### src/rtl/peri_irq_pkg.sv
// Shared constants for the peripheral interrupt controller: register
// offsets, ID sizing and the index-to-ID mapping.
package peri_irq_pkg;

  localparam int N_SRC_MAX = 31;
  localparam int ID_W      = 5;

  localparam logic [11:0] OFF_PENDING   = 12'h000;
  localparam logic [11:0] OFF_ENABLE    = 12'h004;
  localparam logic [11:0] OFF_TRIGGER   = 12'h008;
  localparam logic [11:0] OFF_THRESHOLD = 12'h00C;
  localparam logic [11:0] OFF_CLAIM     = 12'h010;
  localparam logic [11:0] OFF_PRIO_BASE = 12'h020;

  typedef enum logic [2:0] {
    REG_NONE,
    REG_PENDING,
    REG_ENABLE,
    REG_TRIGGER,
    REG_THRESHOLD,
    REG_CLAIM,
    REG_PRIO
  } reg_sel_e;

  // Source index i is reported to software as ID i+1; ID 0 means "nothing".
  function automatic logic [ID_W-1:0] src_id(input int idx);
    return ID_W'(idx + 1);
  endfunction

endpackage

### src/rtl/peri_irq_ctrl_if.sv
// APB register-access bundle shared by the CPU side (master) and the
// interrupt controller (slave).
interface apb_intf;
  logic        psel;
  logic        penable;
  logic        pwrite;
  logic [11:0] paddr;
  logic [31:0] pwdata;
  logic [31:0] prdata;
  logic        pready;
  logic        pslverr;

  modport master (
    output psel, penable, pwrite, paddr, pwdata,
    input  prdata, pready, pslverr
  );

  modport slave (
    input  psel, penable, pwrite, paddr, pwdata,
    output prdata, pready, pslverr
  );
endinterface

### src/rtl/peri_irq_gateway.sv
// Per-source gateway: qualifies the raw line as level or rising edge and
// tracks pending / in-service. Events seen while pending or in service are
// dropped; a claim in the same cycle as a new event wins.
module peri_irq_gateway (
  input  logic clk,
  input  logic rst,
  input  logic src_irq,
  input  logic trigger,
  input  logic claim,
  input  logic complete,
  output logic pending
);

  logic src_d;
  logic in_service;
  logic set;

  assign set = trigger ? (src_irq & ~src_d) : src_irq;

  // Line history plus pending / in-service bookkeeping.
  always_ff @(posedge clk or posedge rst) begin
    if (rst) begin
      src_d      <= 1'b0;
      pending    <= 1'b0;
      in_service <= 1'b0;
    end else begin
      src_d <= src_irq;
      // set is judged against the current in_service, so a complete in the
      // same cycle still blocks it; a level line re-pends one cycle later.
      if (claim)
        pending <= 1'b0;
      else if (set && !in_service)
        pending <= 1'b1;
      if (claim)
        in_service <= 1'b1;
      else if (complete)
        in_service <= 1'b0;
    end
  end

endmodule

### src/rtl/peri_irq_ctrl.sv
// Peripheral interrupt controller: APB register file, per-source gateways,
// priority arbiter and the registered external interrupt to the CPU.
module peri_irq_ctrl
  import peri_irq_pkg::*;
#(
  parameter int unsigned N_SRC  = 3,
  parameter int unsigned PRIO_W = 3
) (
  input  logic             clk,
  input  logic             rst,
  apb_intf.slave           s_apb_intf,
  input  logic [N_SRC-1:0] src_irq,
  output logic             irq_out
);

  logic              access;
  logic              wr_en;
  logic              rd_en;
  reg_sel_e          reg_sel;
  logic [N_SRC-1:0]  prio_hit;

  logic [N_SRC-1:0]  enable_r;
  logic [N_SRC-1:0]  trigger_r;
  logic [PRIO_W-1:0] threshold_r;
  logic [PRIO_W-1:0] prio_r [N_SRC];

  logic [N_SRC-1:0]  pending;
  logic [ID_W-1:0]   best_id;
  logic [PRIO_W-1:0] best_prio;

  logic              claim_hit;
  logic              complete_hit;
  logic [N_SRC-1:0]  claim_vec;
  logic [N_SRC-1:0]  complete_vec;
  logic [31:0]       rdata;
  logic              unused_pwdata;

  assign access = s_apb_intf.psel & s_apb_intf.penable;
  assign wr_en  = access & s_apb_intf.pwrite;
  assign rd_en  = access & ~s_apb_intf.pwrite;

  // Only the low bits of pwdata carry fields; the rest are don't-care.
  assign unused_pwdata = ^s_apb_intf.pwdata;

  // Address decode; anything not matched stays REG_NONE and errors.
  always_comb begin
    reg_sel  = REG_NONE;
    prio_hit = '0;
    case (s_apb_intf.paddr)
      OFF_PENDING:   reg_sel = REG_PENDING;
      OFF_ENABLE:    reg_sel = REG_ENABLE;
      OFF_TRIGGER:   reg_sel = REG_TRIGGER;
      OFF_THRESHOLD: reg_sel = REG_THRESHOLD;
      OFF_CLAIM:     reg_sel = REG_CLAIM;
      default:       ;
    endcase
    for (int i = 0; i < N_SRC; i++) begin
      if (s_apb_intf.paddr == OFF_PRIO_BASE + 12'(4 * i)) begin
        prio_hit[i] = 1'b1;
        reg_sel     = REG_PRIO;
      end
    end
  end

  // Configuration registers, written at the edge that ends the access.
  always_ff @(posedge clk or posedge rst) begin
    if (rst) begin
      enable_r    <= '0;
      trigger_r   <= '0;
      threshold_r <= '0;
      for (int i = 0; i < N_SRC; i++) prio_r[i] <= '0;
    end else if (wr_en) begin
      case (reg_sel)
        REG_ENABLE:    enable_r    <= s_apb_intf.pwdata[N_SRC-1:0];
        REG_TRIGGER:   trigger_r   <= s_apb_intf.pwdata[N_SRC-1:0];
        REG_THRESHOLD: threshold_r <= s_apb_intf.pwdata[PRIO_W-1:0];
        REG_PRIO: begin
          for (int i = 0; i < N_SRC; i++)
            if (prio_hit[i]) prio_r[i] <= s_apb_intf.pwdata[PRIO_W-1:0];
        end
        default: ;
      endcase
    end
  end

  // Highest-priority eligible source; strict '>' keeps the lowest index on
  // ties. Eligible sources always have prio > 0, so best_prio=0 means empty.
  always_comb begin
    best_id   = '0;
    best_prio = '0;
    for (int i = 0; i < N_SRC; i++) begin
      if (pending[i] && enable_r[i] && (prio_r[i] > threshold_r) &&
          (prio_r[i] > best_prio)) begin
        best_id   = src_id(i);
        best_prio = prio_r[i];
      end
    end
  end

  assign claim_hit    = rd_en && (reg_sel == REG_CLAIM) && (best_id != '0);
  assign complete_hit = wr_en && (reg_sel == REG_CLAIM);

  // One-hot claim/complete strobes; IDs outside 1..N_SRC match nothing.
  always_comb begin
    claim_vec    = '0;
    complete_vec = '0;
    for (int i = 0; i < N_SRC; i++) begin
      claim_vec[i]    = claim_hit && (best_id == src_id(i));
      complete_vec[i] = complete_hit && (s_apb_intf.pwdata[ID_W-1:0] == src_id(i));
    end
  end

  for (genvar g = 0; g < N_SRC; g++) begin : g_gw
    peri_irq_gateway u_gw (
      .clk      (clk),
      .rst      (rst),
      .src_irq  (src_irq[g]),
      .trigger  (trigger_r[g]),
      .claim    (claim_vec[g]),
      .complete (complete_vec[g]),
      .pending  (pending[g])
    );
  end

  // Read mux; unmapped offsets read 0.
  always_comb begin
    rdata = '0;
    case (reg_sel)
      REG_PENDING:   rdata = 32'(pending);
      REG_ENABLE:    rdata = 32'(enable_r);
      REG_TRIGGER:   rdata = 32'(trigger_r);
      REG_THRESHOLD: rdata = 32'(threshold_r);
      REG_CLAIM:     rdata = 32'(best_id);
      REG_PRIO: begin
        for (int i = 0; i < N_SRC; i++)
          if (prio_hit[i]) rdata = 32'(prio_r[i]);
      end
      default: ;
    endcase
  end

  assign s_apb_intf.prdata  = rd_en ? rdata : 32'h0;
  assign s_apb_intf.pslverr = access && (reg_sel == REG_NONE);
  assign s_apb_intf.pready  = 1'b1;

  // Registered external interrupt.
  always_ff @(posedge clk or posedge rst) begin
    if (rst) irq_out <= 1'b0;
    else     irq_out <= (best_id != '0);
  end

endmodule
### src/flat_wrapper.sv
// flat-port wrapper written by rule: the top's interface ports become plain ports
module peri_irq_ctrl_flat import peri_irq_pkg::*;
#(
  parameter int unsigned N_SRC  = 3,
  parameter int unsigned PRIO_W = 3
)
  (clk, rst, src_irq, irq_out, s_apb_intf_psel, s_apb_intf_penable, s_apb_intf_pwrite, s_apb_intf_paddr, s_apb_intf_pwdata, s_apb_intf_prdata, s_apb_intf_pready, s_apb_intf_pslverr);
  apb_intf s_apb_intf_i ();
  input  logic clk;
  input  logic rst;
  input  logic [N_SRC-1:0] src_irq;
  output logic irq_out;
  input wire logic [$bits(s_apb_intf_i.psel)-1:0] s_apb_intf_psel;
  input wire logic [$bits(s_apb_intf_i.penable)-1:0] s_apb_intf_penable;
  input wire logic [$bits(s_apb_intf_i.pwrite)-1:0] s_apb_intf_pwrite;
  input wire logic [$bits(s_apb_intf_i.paddr)-1:0] s_apb_intf_paddr;
  input wire logic [$bits(s_apb_intf_i.pwdata)-1:0] s_apb_intf_pwdata;
  output wire logic [$bits(s_apb_intf_i.prdata)-1:0] s_apb_intf_prdata;
  output wire logic [$bits(s_apb_intf_i.pready)-1:0] s_apb_intf_pready;
  output wire logic [$bits(s_apb_intf_i.pslverr)-1:0] s_apb_intf_pslverr;
  assign s_apb_intf_i.psel = s_apb_intf_psel;
  assign s_apb_intf_i.penable = s_apb_intf_penable;
  assign s_apb_intf_i.pwrite = s_apb_intf_pwrite;
  assign s_apb_intf_i.paddr = s_apb_intf_paddr;
  assign s_apb_intf_i.pwdata = s_apb_intf_pwdata;
  assign s_apb_intf_prdata = s_apb_intf_i.prdata;
  assign s_apb_intf_pready = s_apb_intf_i.pready;
  assign s_apb_intf_pslverr = s_apb_intf_i.pslverr;
  peri_irq_ctrl #(.N_SRC(N_SRC), .PRIO_W(PRIO_W)) u_core (.clk(clk), .rst(rst), .s_apb_intf(s_apb_intf_i), .src_irq(src_irq), .irq_out(irq_out));
endmodule
### config.mk
export PLATFORM = sky130hd
export DESIGN_NAME = peri_irq_ctrl_flat
export DESIGN_NICKNAME = d
export VERILOG_FILES = /design/src/rtl/peri_irq_pkg.sv /design/src/rtl/peri_irq_ctrl_if.sv /design/src/rtl/peri_irq_gateway.sv /design/src/rtl/peri_irq_ctrl.sv /design/src/flat_wrapper.sv
export SDC_FILE = /design/constraint.sdc
export NUM_CORES = 1
export LEC_CHECK = 0
export CAP_MARGIN = 10
export CORE_MARGIN = 2
export CORE_UTILIZATION = 43
export DETAILED_ROUTE_END_ITERATION = 16
export HOLD_SLACK_MARGIN = 0.1
export PLACE_DENSITY = 0.8
export SYNTH_ARGS = -nofsm -noshare
export SYNTH_HDL_FRONTEND = slang
export SYNTH_HIERARCHICAL = 1
export SYNTH_SLANG_ARGS = --single-unit
### constraint.sdc
create_clock -name clk -period 4.7 [get_ports clk]
set_clock_uncertainty 0.1 [all_clocks]
set_input_delay 0.705 -clock clk [delete_from_list [all_inputs] [get_ports clk]]
set_output_delay 0.705 -clock clk [all_outputs]
set_load 0.02 [all_outputs]
**Yosys cells after proc, flatten, opt, wreduce, memory -nomap -nowiden**

Cells that the tools add are included.

- Flip-flop bits (word level): 28

- Reductions and logical operators: 40
- Bitwise gates (word level): 10
- Magnitude comparators: 6
- Multiplexer cells: 32
- Equality and inequality tests: 19

Operators with widths:

| kind | count |
|---|---|
| 32-bit one-hot mux with 6 select lines | 1 |
| 12-bit by 6-bit == test with 1-bit output, second input constant | 3 |
| 32-bit 2-to-1 mux | 1 |
| 12-bit by 4-bit == test with 1-bit output, second input constant | 2 |
| 3-bit 2-to-1 mux | 8 |
| 1-bit logical AND | 22 |
| 1-bit 2-to-1 mux | 19 |
| 3-bit greater-than comparator | 5 |
| 3-bit one-hot mux with 5 select lines | 1 |
| 12-bit by 3-bit == test with 1-bit output, second input constant | 1 |
| 12-bit by 5-bit == test with 1-bit output, second input constant | 1 |
| 12-bit zero test | 1 |
| 2-bit nonzero test | 6 |
| 5-bit by 2-bit == test with 1-bit output, second input constant | 2 |
| 3-bit == test, second input constant | 3 |
| 3-bit AND reduction | 3 |
| 1-bit bitwise AND | 6 |
| 3-bit by 2-bit == test with 1-bit output, second input constant | 2 |
| 2-bit AND reduction | 3 |
| 5-bit by 1-bit == test with 1-bit output, second input constant | 1 |
| 5-bit nonzero test | 1 |
| 2-bit == test, second input constant | 2 |
| 2-bit 2-to-1 mux | 2 |
| 1-bit inverter | 4 |
| 5 further kinds | 7 |

**Logic depth before layout (Yosys ltp)**

- Depth after elaboration: 14
- Mapped depth: 18
- Gate-level depth less buffers: 17

**Modules after synthesis**

The synthesis kept the hierarchy.

Modules (own cells, without submodules):

| module | area an instance (um2) | times used | seq. area each (um2) | cells each |
|---|---|---|---|---|
| peri_irq_ctrl | 1,793.0 | 1 | 475.5 | 194 |
| peri_irq_gateway | 103.8 | 3 | 75.1 | 9 |

**Worst setup path after synthesis**

Ideal clock, no wire load.

- Path kind: flip-flop to output port
- Start: register u_core.threshold_r[1]
- End: output port s_apb_intf_prdata[1]
- Data arrival time: 3,550 ps
- Cell stages (with the launch flop): 18
- Slack: 345 ps
- Path buffers: 1
- Cells stage by stage: dfrtp_1 -> inv_1 -> ha_1 -> nor2b_1 -> o311a_1 -> and2_1 -> ha_1 -> a31oi_1 -> nand4_1 -> clkbuf_1 -> nor2_1 -> a31oi_1 -> ha_1 -> nor2b_1 -> o21ai_0 -> a221o_1 -> a21bo_2 -> a21oi_1

- Word-level cells in the longest chain between the ends: 12

Ends and longest elaborated chain:

| what | line | RTL |
|---|---|---|
| from (decl) | peri_irq_ctrl.sv:24 | `logic [PRIO_W-1:0] threshold_r;` |
| from (signal assigned) | peri_irq_ctrl.sv:76 | `REG_THRESHOLD: threshold_r <= s_apb_intf.pwdata[PRIO_W-1:0];` |
| 3-bit greater-than comparator | peri_irq_ctrl.sv:92 | `if (pending[i] && enable_r[i] && (prio_r[i] > threshold_r) &&` |
| 1-bit logical AND (2 in series) | peri_irq_ctrl.sv:92 |  |
| 3-bit 2-to-1 mux | peri_irq_ctrl.sv:92 |  |
| 3-bit greater-than comparator | peri_irq_ctrl.sv:93 | `(prio_r[i] > best_prio)) begin` |
| 1-bit logical AND | peri_irq_ctrl.sv:92 |  |
| 3-bit 2-to-1 mux | peri_irq_ctrl.sv:92 |  |
| 3-bit greater-than comparator | peri_irq_ctrl.sv:93 |  |
| 1-bit logical AND | peri_irq_ctrl.sv:92 |  |
| 2-bit 2-to-1 mux | peri_irq_ctrl.sv:92 |  |
| 32-bit one-hot mux with 6 select lines * | peri_irq_ctrl.sv:128 | `case (reg_sel)` |
| 32-bit 2-to-1 mux * | peri_irq_ctrl.sv:142 | `assign s_apb_intf.prdata = rd_en ? rdata : 32'h0;` |
| to (decl) | flat_wrapper.sv:18 | `output wire logic [$bits(s_apb_intf_i.prdata)-1:0] s_apb_intf_prdata;` |

Every way passes the cells marked *; elsewhere a longest branch is shown, timed or not.

**Worst setup path after layout**

Same ends and word-level chain as after synthesis.

==> metrics.csv <==
stage,metric,value,unit
synthesis,syn_inst,221,
power,pwr-share-clk,38.0,%
global_routing,grt_pass1_vias,1775,
critical_path,critical_path.max_stage_delay,0.40,ns
power,seqPwrFrac,47.4,%
timing,max_clock_freq,0.213,GHz
layout,layout.nets,343,
critical_path,path_cells,"inv_2, ha_4, nor2b_4, o311a_4, and2_4, ha_4, a31oi_1, nand4_1, nor2_1, a31oi_1, ha_1, nor2b_4, o21ai_2, a221o_1, a21bo_2, a21oi_2, buf_6",
drt,wl_per_cell,16.2,um
synthesis,synth_cell_type_count,46,
critical_path,reg2regPathDepth,18,
timing,drv_slew,0,
die,placementRows,25,
cts,path_clk_slew,0.10,ns
drt,vias_per_cell,5.24,
critical_path,crit_path_start_kind,flop,
synthesis,avgSynthCellArea,9.52,um2
worst_hold_path,hold_path_end,u_core/enable_r[1],
critical_path,critPathArrivalTime,3.89,ns
cts,cts_max_level,1,
critical_path,reg2reg_to,u_core/g_gw[1].u_gw/in_service,
timing,rsz0062_at_grt,true,
die,die_y,74.0,um
status,status,"complete, no violations",
synthesis,yosys.area.top_type_share,33.3,%
power,comb_power_share,14.5,%
drt,drtPass1Iterations,4,
job,maxCapViolations,0,
placed_design,numPlacedInstances,327,
global_routing,grt_max_degree,20,
synthesis,synth_edf_count,0,
timing,setup_viol,0,
timing,tightest_slew,0.762,ns
drt,wl,5.54,mm
die,die_w,74.0,um
timing,min_period,4.69,ns
power,leakage,0.00131,uW
cts,cts_sinks,28,
drt,ant_nets,0,
die,ios,87,
critical_path,crit_fanout,5,
critical_path,path_depth,17,
global_routing,grt-ovfl-total,0,
synthesis,synthesis.area,2100,um2
cts,cts-root-buf,clkbuf_8,
cts,cts_tree,yes,
critical_path,worstSetupPathType,reg2out,
timing,fin_crit_sh,99.8,%
layout,instances_no_fill,342,
die,dieArea,5470,um2
critical_path,required,3.89,ns
critical_path,cp-end-kind,output pin,
critical_path,r2r_slack,0.78,ns
placed_design,hpwl,3.93,mm
cts,clkLatencyLatePin,0.29,ns
layout,final_core_util,58.4,%
power,p_int,384,uW
placed_design,port_buffers,29,
power,p_sw,128,uW
power,irDropWorstVdd,99.9,uV
layout,layout-area-overhead-vs-synth,31.2,%
layout,drive_gt1_share,28.0,%
global_routing,grt_pass1_wl,8.75,mm
timing,fin_setup_tns,0,ns
synthesis,ys.warnings.count,6,
synthesis,ys_ff_latch,28,
power,switching_share,25.0,%
drt,drc_errors,0,
synthesis,synth_area_leaders,"dfrtp_1, buf_4, ha_1",
synthesis,synthFlopType,dfrtp_1,
timing,slew_headroom,49.2,%
placed_design,gp_congestion,0.912,
die,core-area,4720,um2
synthesis,synth.most_common_cell,buf_4,
synthesis,synth.yosys.seq_area_share,33.3,%
global_routing,track_usage,21.5,%
synthesis,yosysTopAreaCell,dfrtp_1,
worst_hold_path,hold_start,u_core/enable_r[1],
drt,vias,1791,
cts,clockBufferDepth,2,
drt,drtIter0Drc,152,
critical_path,crit_slowest_cell,dfrtp_1,
power,powerDensity,185,nW/um2
synthesis,synth_common_cells,"buf_4, dfrtp_1, nand2_1, inv_1, nor2_1",
critical_path,cp_top_family,compound AO/OA/AOI/OAI gates,
layout,antenna_cells,0,
worst_hold_path,hold_class,reg2reg,
worst_hold_path,whs_path_depth,1,
critical_path,critPathBufInv,2,
timing,hold_violations,0,
power,total_power,512,uW
synthesis,synth-async-reset-ratio,100,%
cts,cts_buffers,3,
cts,holdBufCountCts,0,
die,start_util,44.6,%
critical_path,rr_startpoint,u_core/threshold_r[1],
global_routing,antenna_found_initial,0,
-- logic make-up (layout without fill, tap and decap cells) --
group / count (synthesis) / count (layout) / share of synthesized area, %
xor gates and xnor gates: 1 / 1 / 0.416
muxes: 22 / 22 / 13.3
buffers and inverters: 51 / 77 / 14.6
and+or+nand+nor: 68 / 68 / 17.4
adders and majority gates: 15 / 15 / 8.92
other: 2 / 30 / 0.357
DFF: 28 / 28 / 33.3
AOI/OAI and AO/OA: 34 / 34 / 11.7
-- sequential cells by signal (all words and copies together) (netlist names) --
| signal | count |
|---|---|
| u_core/prio_r | 9 |
| u_core/enable_r | 3 |
| u_core/g_gw.u_gw/in_service | 3 |
| u_core/g_gw.u_gw/pending | 3 |
| u_core/g_gw.u_gw/src_d | 3 |
| u_core/threshold_r | 3 |
| u_core/trigger_r | 3 |
| u_core/irq_out | 1 |
-- power groups by stage --
stage / sequential, uW / combinational (uW) / clock [uW]
after floorplan: 247 / 59.0 / 0
final: 243 / 74.4 / 195
after global placement: 248 / 72.5 / 0
after detailed placement: 248 / 73.2 / 0
after CTS: 243 / 73.5 / 201
after global routing: 243 / 81.2 / 213
-- layout make-up --
cell class,count,area (um2)
flip-flops and latches,28,701
well taps,67,83.8
clock buffers,3,41.3
repair buffers,56,503
fillers,387,1960
clock inverters,1,30.0
multi-input cells,170,1340
inverters,17,63.8
-- metal layers --
layer | up-vias | wire length, um | GRT usage, %
li1 | 836 | - | -
met1 | 869 | 2320 | 27.6
met2 | 75 | 2730 | 36.3
met3 | 11 | 334 | 2.57
met4 | 0 | 151 | 10.1
met5 | - | 0 | 0
-- per-stage QoR --
| step | hold slack, ns | cell area (um2) | setup WS, ns |
|---|---|---|---|
| floorplan | 0.359 | 2210 | 0.345 |
| global placement | 0.387 | 2460 | -0.267 |
| detailed placement | 0.409 | 2460 | -0.348 |
| CTS | 0.434 | 2640 | 0.00981 |
| global route | 0.447 | 2760 | -0.181 |
| finish | 0.427 | 2760 | 0.00750 |
-- timing repair --
action | 4_1_cts | 5_1_grt
gates resized for setup | 22 | 17
pin swaps | 16 | 15
endpoints found under the setup margin | 2 | 2
setup buffers | 8 | 3
-- cell usage in the layout, fill, tap and decap left out, types with 2 or more instances in the layout --
master           netlist  final
mux4_2                 3      3
conb_1                 2     30
nor2b_4                0      2
buf_4                 30     25
nand2_1               18     17
dfrtp_1               28     28
clkbuf_8               0      3
a21oi_1                5      4
mux2_1                 3      3
o211ai_1               2      2
inv_1                 17     15
nor2_1                16     14
inv_2                  0      2
o21bai_1               3      3
buf_6                  0      4
o21ai_0                7      5
nor2_4                 0      2
ha_4                   0      5
o21ai_2                0      2
a31oi_1                6      5
clkdlybuf4s50_1        0     27
a221o_1                3      3
mux2_2                15     15
nor3_1                 3      3
nand4_1                3      3
ha_1                  15     10
nand3_1                6      6
and3_1                 4      4
nor2b_1                5      3
-- worst max-delay path by stage --
stage / startpoint / to / slack (ns)
floorplan: u_core/threshold_r[1] / s_apb_intf_prdata[1] / 0.35
global placement: u_core/threshold_r[1] / s_apb_intf_prdata[0] / -0.27
detailed placement: u_core/threshold_r[1] / s_apb_intf_prdata[0] / -0.35
CTS: u_core/prio_r[7] / s_apb_intf_prdata[1] / 0.01
global route: u_core/threshold_r[1] / s_apb_intf_prdata[1] / -0.18
finish: u_core/threshold_r[1] / s_apb_intf_prdata[1] / 0.008
Power figures use the tool's default switching activity.
